==> src/rtl/counter_pkg.sv <==
// Shared types and active-low seven-segment patterns (bit0=a .. bit6=g)
// for the four-digit BCD counter.
package counter_pkg;

    typedef logic [3:0] bcd_t;

    localparam bcd_t BCD_MAX = 4'd9;

    localparam logic [6:0] SEG_0     = 7'b1000000;
    localparam logic [6:0] SEG_1     = 7'b1111001;
    localparam logic [6:0] SEG_2     = 7'b0100100;
    localparam logic [6:0] SEG_3     = 7'b0110000;
    localparam logic [6:0] SEG_4     = 7'b0011001;
    localparam logic [6:0] SEG_5     = 7'b0010010;
    localparam logic [6:0] SEG_6     = 7'b0000010;
    localparam logic [6:0] SEG_7     = 7'b1111000;
    localparam logic [6:0] SEG_8     = 7'b0000000;
    localparam logic [6:0] SEG_9     = 7'b0010000;
    localparam logic [6:0] SEG_BLANK = 7'b1111111;

endpackage

==> src/rtl/bcd_to_7seg.sv <==
// Combinational BCD to active-low seven-segment decoder; codes 10..15 blank.
module bcd_to_7seg
    import counter_pkg::*;
(
    input  logic [3:0] bcd,
    output logic [6:0] seg
);

    always_comb begin
        seg = SEG_BLANK;
        case (bcd)
            4'd0:    seg = SEG_0;
            4'd1:    seg = SEG_1;
            4'd2:    seg = SEG_2;
            4'd3:    seg = SEG_3;
            4'd4:    seg = SEG_4;
            4'd5:    seg = SEG_5;
            4'd6:    seg = SEG_6;
            4'd7:    seg = SEG_7;
            4'd8:    seg = SEG_8;
            4'd9:    seg = SEG_9;
            default: seg = SEG_BLANK;
        endcase
    end

endmodule

==> src/rtl/counter.sv <==
// Free-running four-digit decimal counter (0000..9999, wraps) driving
// four seven-segment displays with zero-latency decode.
module counter
    import counter_pkg::*;
(
    input  logic       clk,
    input  logic       rst,
    output logic [6:0] sev_seg0,
    output logic [6:0] sev_seg1,
    output logic [6:0] sev_seg2,
    output logic [6:0] sev_seg3
);

    bcd_t seg0_BCD;
    bcd_t seg1_BCD;
    bcd_t seg2_BCD;
    bcd_t seg3_BCD;

    // Carry ripples through every digit sitting at 9 within one edge.
    always_ff @(posedge clk or negedge rst) begin
        if (!rst) begin
            seg0_BCD <= '0;
            seg1_BCD <= '0;
            seg2_BCD <= '0;
            seg3_BCD <= '0;
        end else if (seg0_BCD != BCD_MAX) begin
            seg0_BCD <= seg0_BCD + 4'd1;
        end else begin
            seg0_BCD <= '0;
            if (seg1_BCD != BCD_MAX) begin
                seg1_BCD <= seg1_BCD + 4'd1;
            end else begin
                seg1_BCD <= '0;
                if (seg2_BCD != BCD_MAX) begin
                    seg2_BCD <= seg2_BCD + 4'd1;
                end else begin
                    seg2_BCD <= '0;
                    if (seg3_BCD != BCD_MAX)
                        seg3_BCD <= seg3_BCD + 4'd1;
                    else
                        seg3_BCD <= '0;
                end
            end
        end
    end

    bcd_to_7seg u_dec0 (.bcd(seg0_BCD), .seg(sev_seg0));
    bcd_to_7seg u_dec1 (.bcd(seg1_BCD), .seg(sev_seg1));
    bcd_to_7seg u_dec2 (.bcd(seg2_BCD), .seg(sev_seg2));
    bcd_to_7seg u_dec3 (.bcd(seg3_BCD), .seg(sev_seg3));

endmodule

==> config.mk <==
export PLATFORM = sky130hd
export DESIGN_NAME = counter
export DESIGN_NICKNAME = d
export VERILOG_FILES = /design/src/rtl/counter_pkg.sv /design/src/rtl/bcd_to_7seg.sv /design/src/rtl/counter.sv
export SDC_FILE = /design/constraint.sdc
export NUM_CORES = 1
export LEC_CHECK = 0
export CELL_PAD_IN_SITES_DETAIL_PLACEMENT = 1
export CELL_PAD_IN_SITES_GLOBAL_PLACEMENT = 2
export CORE_MARGIN = 2
export CORE_UTILIZATION = 35
export CTS_CLUSTER_DIAMETER = 150
export CTS_CLUSTER_SIZE = 25
export DETAILED_ROUTE_END_ITERATION = 6
export DONT_BUFFER_PORTS = 1
export PLACE_DENSITY_LB_ADDON = 0.1
export SLEW_MARGIN = 20
export SYNTH_ARGS = -nofsm -noshare
export SYNTH_HDL_FRONTEND = slang
export SYNTH_HIERARCHICAL = 1
export SYNTH_SLANG_ARGS = --single-unit
==> constraint.sdc <==
create_clock -name clk -period 2.14 [get_ports clk]
set_clock_uncertainty 0.1 [all_clocks]
set_input_delay 0.428 -clock clk [delete_from_list [all_inputs] [get_ports clk]]
set_output_delay 0.428 -clock clk [all_outputs]
set_load 0.01 [all_outputs]
# --- Word level (Yosys, flattened, before mapping) ---
# Memories as Yosys holds them, arrays and structs flattened.
# Index checks and enable logic that the tools add are counted.
totals:
  mem_bits_ro: 448
  n_memories: 4
  regBits: 16
  input_bits: 2
op_classes:
  n_reduce_logical: 2
  n_eq_ne: 4
  n_bitwise: 3
  muxes: 4
  add_sub_neg: 4
memory_table:
  columns: ["name", "depth", "word_bits", "rd", "rd_ports_with_merged_regs", "wr", "line_no", "rtl"]
  rows:
  - ["(no name shown)", 16, 7, 1, 0, 0, "bcd_to_7seg.sv:11", "case (bcd)"]
  - ["(no name shown)", 16, 7, 1, 0, 0, "bcd_to_7seg.sv:11", null]
  - ["(no name shown)", 16, 7, 1, 0, 0, "bcd_to_7seg.sv:11", null]
  - ["(no name shown)", 16, 7, 1, 0, 0, "bcd_to_7seg.sv:11", null]
op_table:
  columns: ["operator", "count"]
  rows:
  - ["$add 4x1->4 const B", 4]
  - ["$mux 4", 4]
  - ["$ne 4x4->1 const B", 4]
  - ["$not 1->1", 3]
  - ["$reduce_and 3->1", 1]
  - ["$reduce_and 2->1", 1]

# --- Logic depth before layout (Yosys ltp) ---
# Gate-level depths: netlist (run 1).
depth:
  ltp_word: 3
  ltp_mapped: 5
  mapped_depth_nobuf: 5

# --- Modules after synthesis ---
# The synthesis (run 1) kept the hierarchy.
modules_own_cells:
  columns: ["mod", "n_inst", "area_per_inst_um2", "cells_per_inst", "seq_area_each_um2"]
  rows:
  - ["bcd_to_7seg", 4, 210.2, 33, 0.0]
  - ["counter", 1, 749.5, 71, 400.4]

# --- Worst setup path before layout (run 1) ---
# No wires, ideal clock.
synth_path:
  path_kind: "register to output"
  startpoint: "register seg2_BCD[1]"
  endpoint: "output sev_seg2[0]"
  stages_incl_launch_ff: 6
  arrival_time_ns: 1.226
  required_ns: 1.612
  path_buffers: 0
  setup_slack_ns: 0.386
  cell_sequence: "dfrtp_1 -> inv_1 -> ha_1 -> or2_1 -> a21oi_2 -> nor2_1"
synth_via:
  elab_chain_cells: 1
synth_rtl:
  columns: ["item", "line_no", "rtl"]
  rows:
  - ["start, declared", "counter.sv:16", "bcd_t seg2_BCD;"]
  - ["start signal, assigned", "counter.sv:35", "seg2_BCD <= seg2_BCD + 4'd1;"]
  - ["$mem_v2 16x7", null, null]
  - ["end, declared", "counter.sv:10", "output logic [6:0] sev_seg2,"]
# Every way passes these cells.

# --- Worst setup path after layout (run 1) ---
layout_path:
  startpoint: "register seg3_BCD[0]"
  endpoint: "output sev_seg3[1]"
layout_via:
  elab_chain_cells: 1
layout_rtl:
  columns: ["item", "line_no", "rtl"]
  rows:
  - ["start, declared", "counter.sv:17", "bcd_t seg3_BCD;"]
  - ["start signal, assigned", "counter.sv:39", "seg3_BCD <= seg3_BCD + 4'd1;"]
  - ["$mem_v2 16x7", null, null]
  - ["end, declared", "counter.sv:11", "output logic [6:0] sev_seg3"]
# Every way passes these cells.

==> impl_metrics.json, run 1 <==
{
  "viasPerCell": 5.151,
  "ys_async_sr_fraction_pct": 100.0,
  "tightestPinTransition_ps": 738.5,
  "grt_max_degree": 17,
  "gp_congestion": 0.8301,
  "finalCritPeriodShare_pct": 94.20,
  "post-cts-setup-buffer-count": 0,
  "worst_slack_ps": 124.0,
  "synth_nets": 225,
  "max_cap_violations": 0,
  "routedWlPerCell_um": 13.98,
  "status": "completed",
  "drt_wl_total_um": 3607,
  "utilization_pct": 39.14,
  "whs_path_depth": 1,
  "p_leak_nw": 0.7818,
  "num_vias": 1329,
  "drv_slew": 0,
  "htreeDepth": 1,
  "clock-sinks": 16,
  "finalSetupTns_ps": 0,
  "rsz0062_at_grt": "false",
  "pre_cts_ws_ps": 250.3,
  "startpoint_type": "flip-flop",
  "root_buffer": "clkbuf_8",
  "area_delta_synth_final_pct": 7.159,
  "path_clk_slew_ps": 60,
  "synth_cells": 203,
  "drcViolationCount": 0,
  "gr-total-overflow": 0,
  "reg2reg_depth": 4,
  "postSynthAreaPerCell_um2": 7.834,
  "ys_seq_elements": 16,
  "finalSetupViolations": 0,
  "worstSetupPathType": "flip-flop to output pin",
  "finalHoldViolCount": 0,
  "antenna_found_initial": 0,
  "insertedDiodeCount": 0,
  "final_nets": 229,
  "min_path_type": "flip-flop to flip-flop",
  "io_pins": 30,
  "finalCriticalPeriod_ps": 2016,
  "drive_gt1_share_pct": 10.19,
  "cts_buffers": 3,
  "grt_pass1_vias": 1323,
  "finish.instance_area_um2": 1704,
  "yosysMostFrequentCell": "o21ai_0",
  "yosysTopAreaCell": "dfrtp_1",
  "synth_edf_count": 0,
  "synth_common_cells": "o21ai_0 (30), nor2_1 (22), ha_1 (20)",
  "yosys-top-cells-area": "dfrtp_1 (25%), ha_1 (16%), o21ai_0 (9.4%)",
  "worstPathArrival_ps": 1490,
  "numPortBuffers": 0,
  "cp.required_ps": 1610,
  "yosys_warnings": 6,
  "postPlaceCellArea_um2": 1635,
  "fp-row-count": 24,
  "grt_pass1_wl_um": 6272,
  "core-area_um2": 4354,
  "yosysUniqueCellTypes": 31,
  "synth_area_um2": 1590,
  "dr.pass1.iters": 4,
  "ir_drop_mv": 0.1645,
  "die_y_um": 71.41,
  "relSlewSlack_pct": 50.60,
  "die-area_um2": 5099,
  "synth_flop_cell": "dfrtp_1",
  "drtIter0Drc": 35,
  "start_util_pct": 36.52,
  "postRouteAntennaNets": 0,
  "yosysTopAreaCellShare_pct": 25.18,
  "die_w_um": 71.41,
  "critPathCaptureType": "output pin",
  "clkLatencyLatePin_ps": 260,
  "pwr_density_cell_nw_per_um2": 342.0,
  "hpwlAfterDp_um": 2725,
  "synth-seq-area-share_pct": 25.18,
  "clk_path_buf_depth": 2,
  "crit_fanout": 6,
  "clock.fmax_mhz": 496.0,
  "cts_tree": "done",
  "grt.total_usage_pct": 15.02
}
## sequential cells by signal, summed over array words and instances (netlist names)
signal,count
seg3_BCD,4
seg1_BCD,4
seg2_BCD,4
seg0_BCD,4
## where the power goes
part	switching (mW)	leakage [nW]	total [mW]	internal, mW
clock network	0.110	0.0288	0.273	0.164
logic	0.00578	0.547	0.00701	0.00123
registers	0	0.206	0.302	0.302
total	0.115	0.782	0.583	0.467
## per-stage QoR
stage                     std cells  power (mW)  hold WS, ps
after floorplan                 203      0.3081        32.41
after global placement          253      0.3081        32.90
after detailed placement        253      0.3081        32.86
after CTS                       258      0.5916        490.7
after global routing            258      0.6068        475.7
final                           258      0.5827        433.7
## logic make-up (layout without fill, tap and decap cells)
kind of cell	Yosys count	after routing	synth area share (%)
buffers and inverters	25	28	8.104
and+or+nand+nor	80	80	26.75
DFF	16	16	25.18
AOI/OAI and AO/OA	53	53	19.04
xor gates and xnor gates	7	7	3.855
muxes	2	2	1.338
adders and majority gates	20	20	15.74
## path summary, 6_finish.rpt
check / startpoint / to / slack [ps]
min reg2reg: seg2_BCD[0]$_DFFE_PN0P_ / seg2_BCD[0]$_DFFE_PN0P_ / 430
max: seg3_BCD[0]$_DFFE_PN0P_ / sev_seg3[1] / 120
max reg2reg: seg2_BCD[2]$_DFFE_PN0P_ / seg3_BCD[3]$_DFFE_PN0P_ / 360
min: seg2_BCD[0]$_DFFE_PN0P_ / seg2_BCD[0]$_DFFE_PN0P_ / 430
max in group asynchronous: rst / seg0_BCD[0]$_DFF_PN0_ / 850
min in group asynchronous: rst / seg3_BCD[0]$_DFFE_PN0P_ / 570
## worst max-delay path, stage by stage (launching register included)
cell and delay (ps):
dfrtp_1 470, inv_1 120, ha_1 320, o21ai_0 140
o21ai_0 180
## layout make-up
class	instances	area, um2
clock buffer	4	55.05
tap	52	65.06
sequential	16	404.1
inverter	17	63.81
timing repair buffer	7	55.05
multi-input combinational	162	1061
fill	535	2650
## timing repair
action | 4_1_cts | 5_1_grt
hold buffers | 1 | 0
gates resized for setup | 1 | 5
setup endpoints to repair | 1 | 7
endpoints found under the hold margin | 16 | 0
## layout by cell type (no fill, tap or decap), types with 2 or more instances in the layout
| master | count |
|---|---|
| nor2b_1 | 4 |
| a31oi_1 | 4 |
| xnor2_1 | 4 |
| or2_1 | 4 |
| a21oi_2 | 4 |
| inv_1 | 17 |
| nor3_1 | 2 |
| ha_1 | 20 |
| buf_4 | 6 |
| a22o_1 | 2 |
| a21oi_1 | 9 |
| nand4_1 | 2 |
| o211ai_1 | 2 |
| dfrtp_2 | 3 |
| nand3b_1 | 2 |
| nand2b_1 | 17 |
| a21o_1 | 2 |
| nand2_1 | 16 |
| o21ai_0 | 27 |
| or2b_1 | 4 |
| o21ai_1 | 3 |
| clkbuf_8 | 4 |
| nor2_1 | 22 |
| and4bb_2 | 2 |
| xor2_1 | 3 |
| dfrtp_1 | 13 |
## layer usage
metal | GRT usage, % | share of wire, %
met5 | 0 | 0
met4 | 5.660 | 1.5
met3 | 2.110 | 5.1
met2 | 24.28 | 45
met1 | 20.40 | 48
Note: power is estimated with default switching activity, not from simulation.
==> run 2, diff against run 1 <==
--- a/config.mk
+++ b/config.mk
@@ -13,6 +13,7 @@
 export CTS_CLUSTER_SIZE = 25
 export DETAILED_ROUTE_END_ITERATION = 6
 export DONT_BUFFER_PORTS = 1
+export HOLD_SLACK_MARGIN = 0.03
 export PLACE_DENSITY_LB_ADDON = 0.1
 export SLEW_MARGIN = 20
 export SYNTH_ARGS = -nofsm -noshare
==> results of run 2 <==
No change in the layout: final DEF, timing and power equal those of run 1.
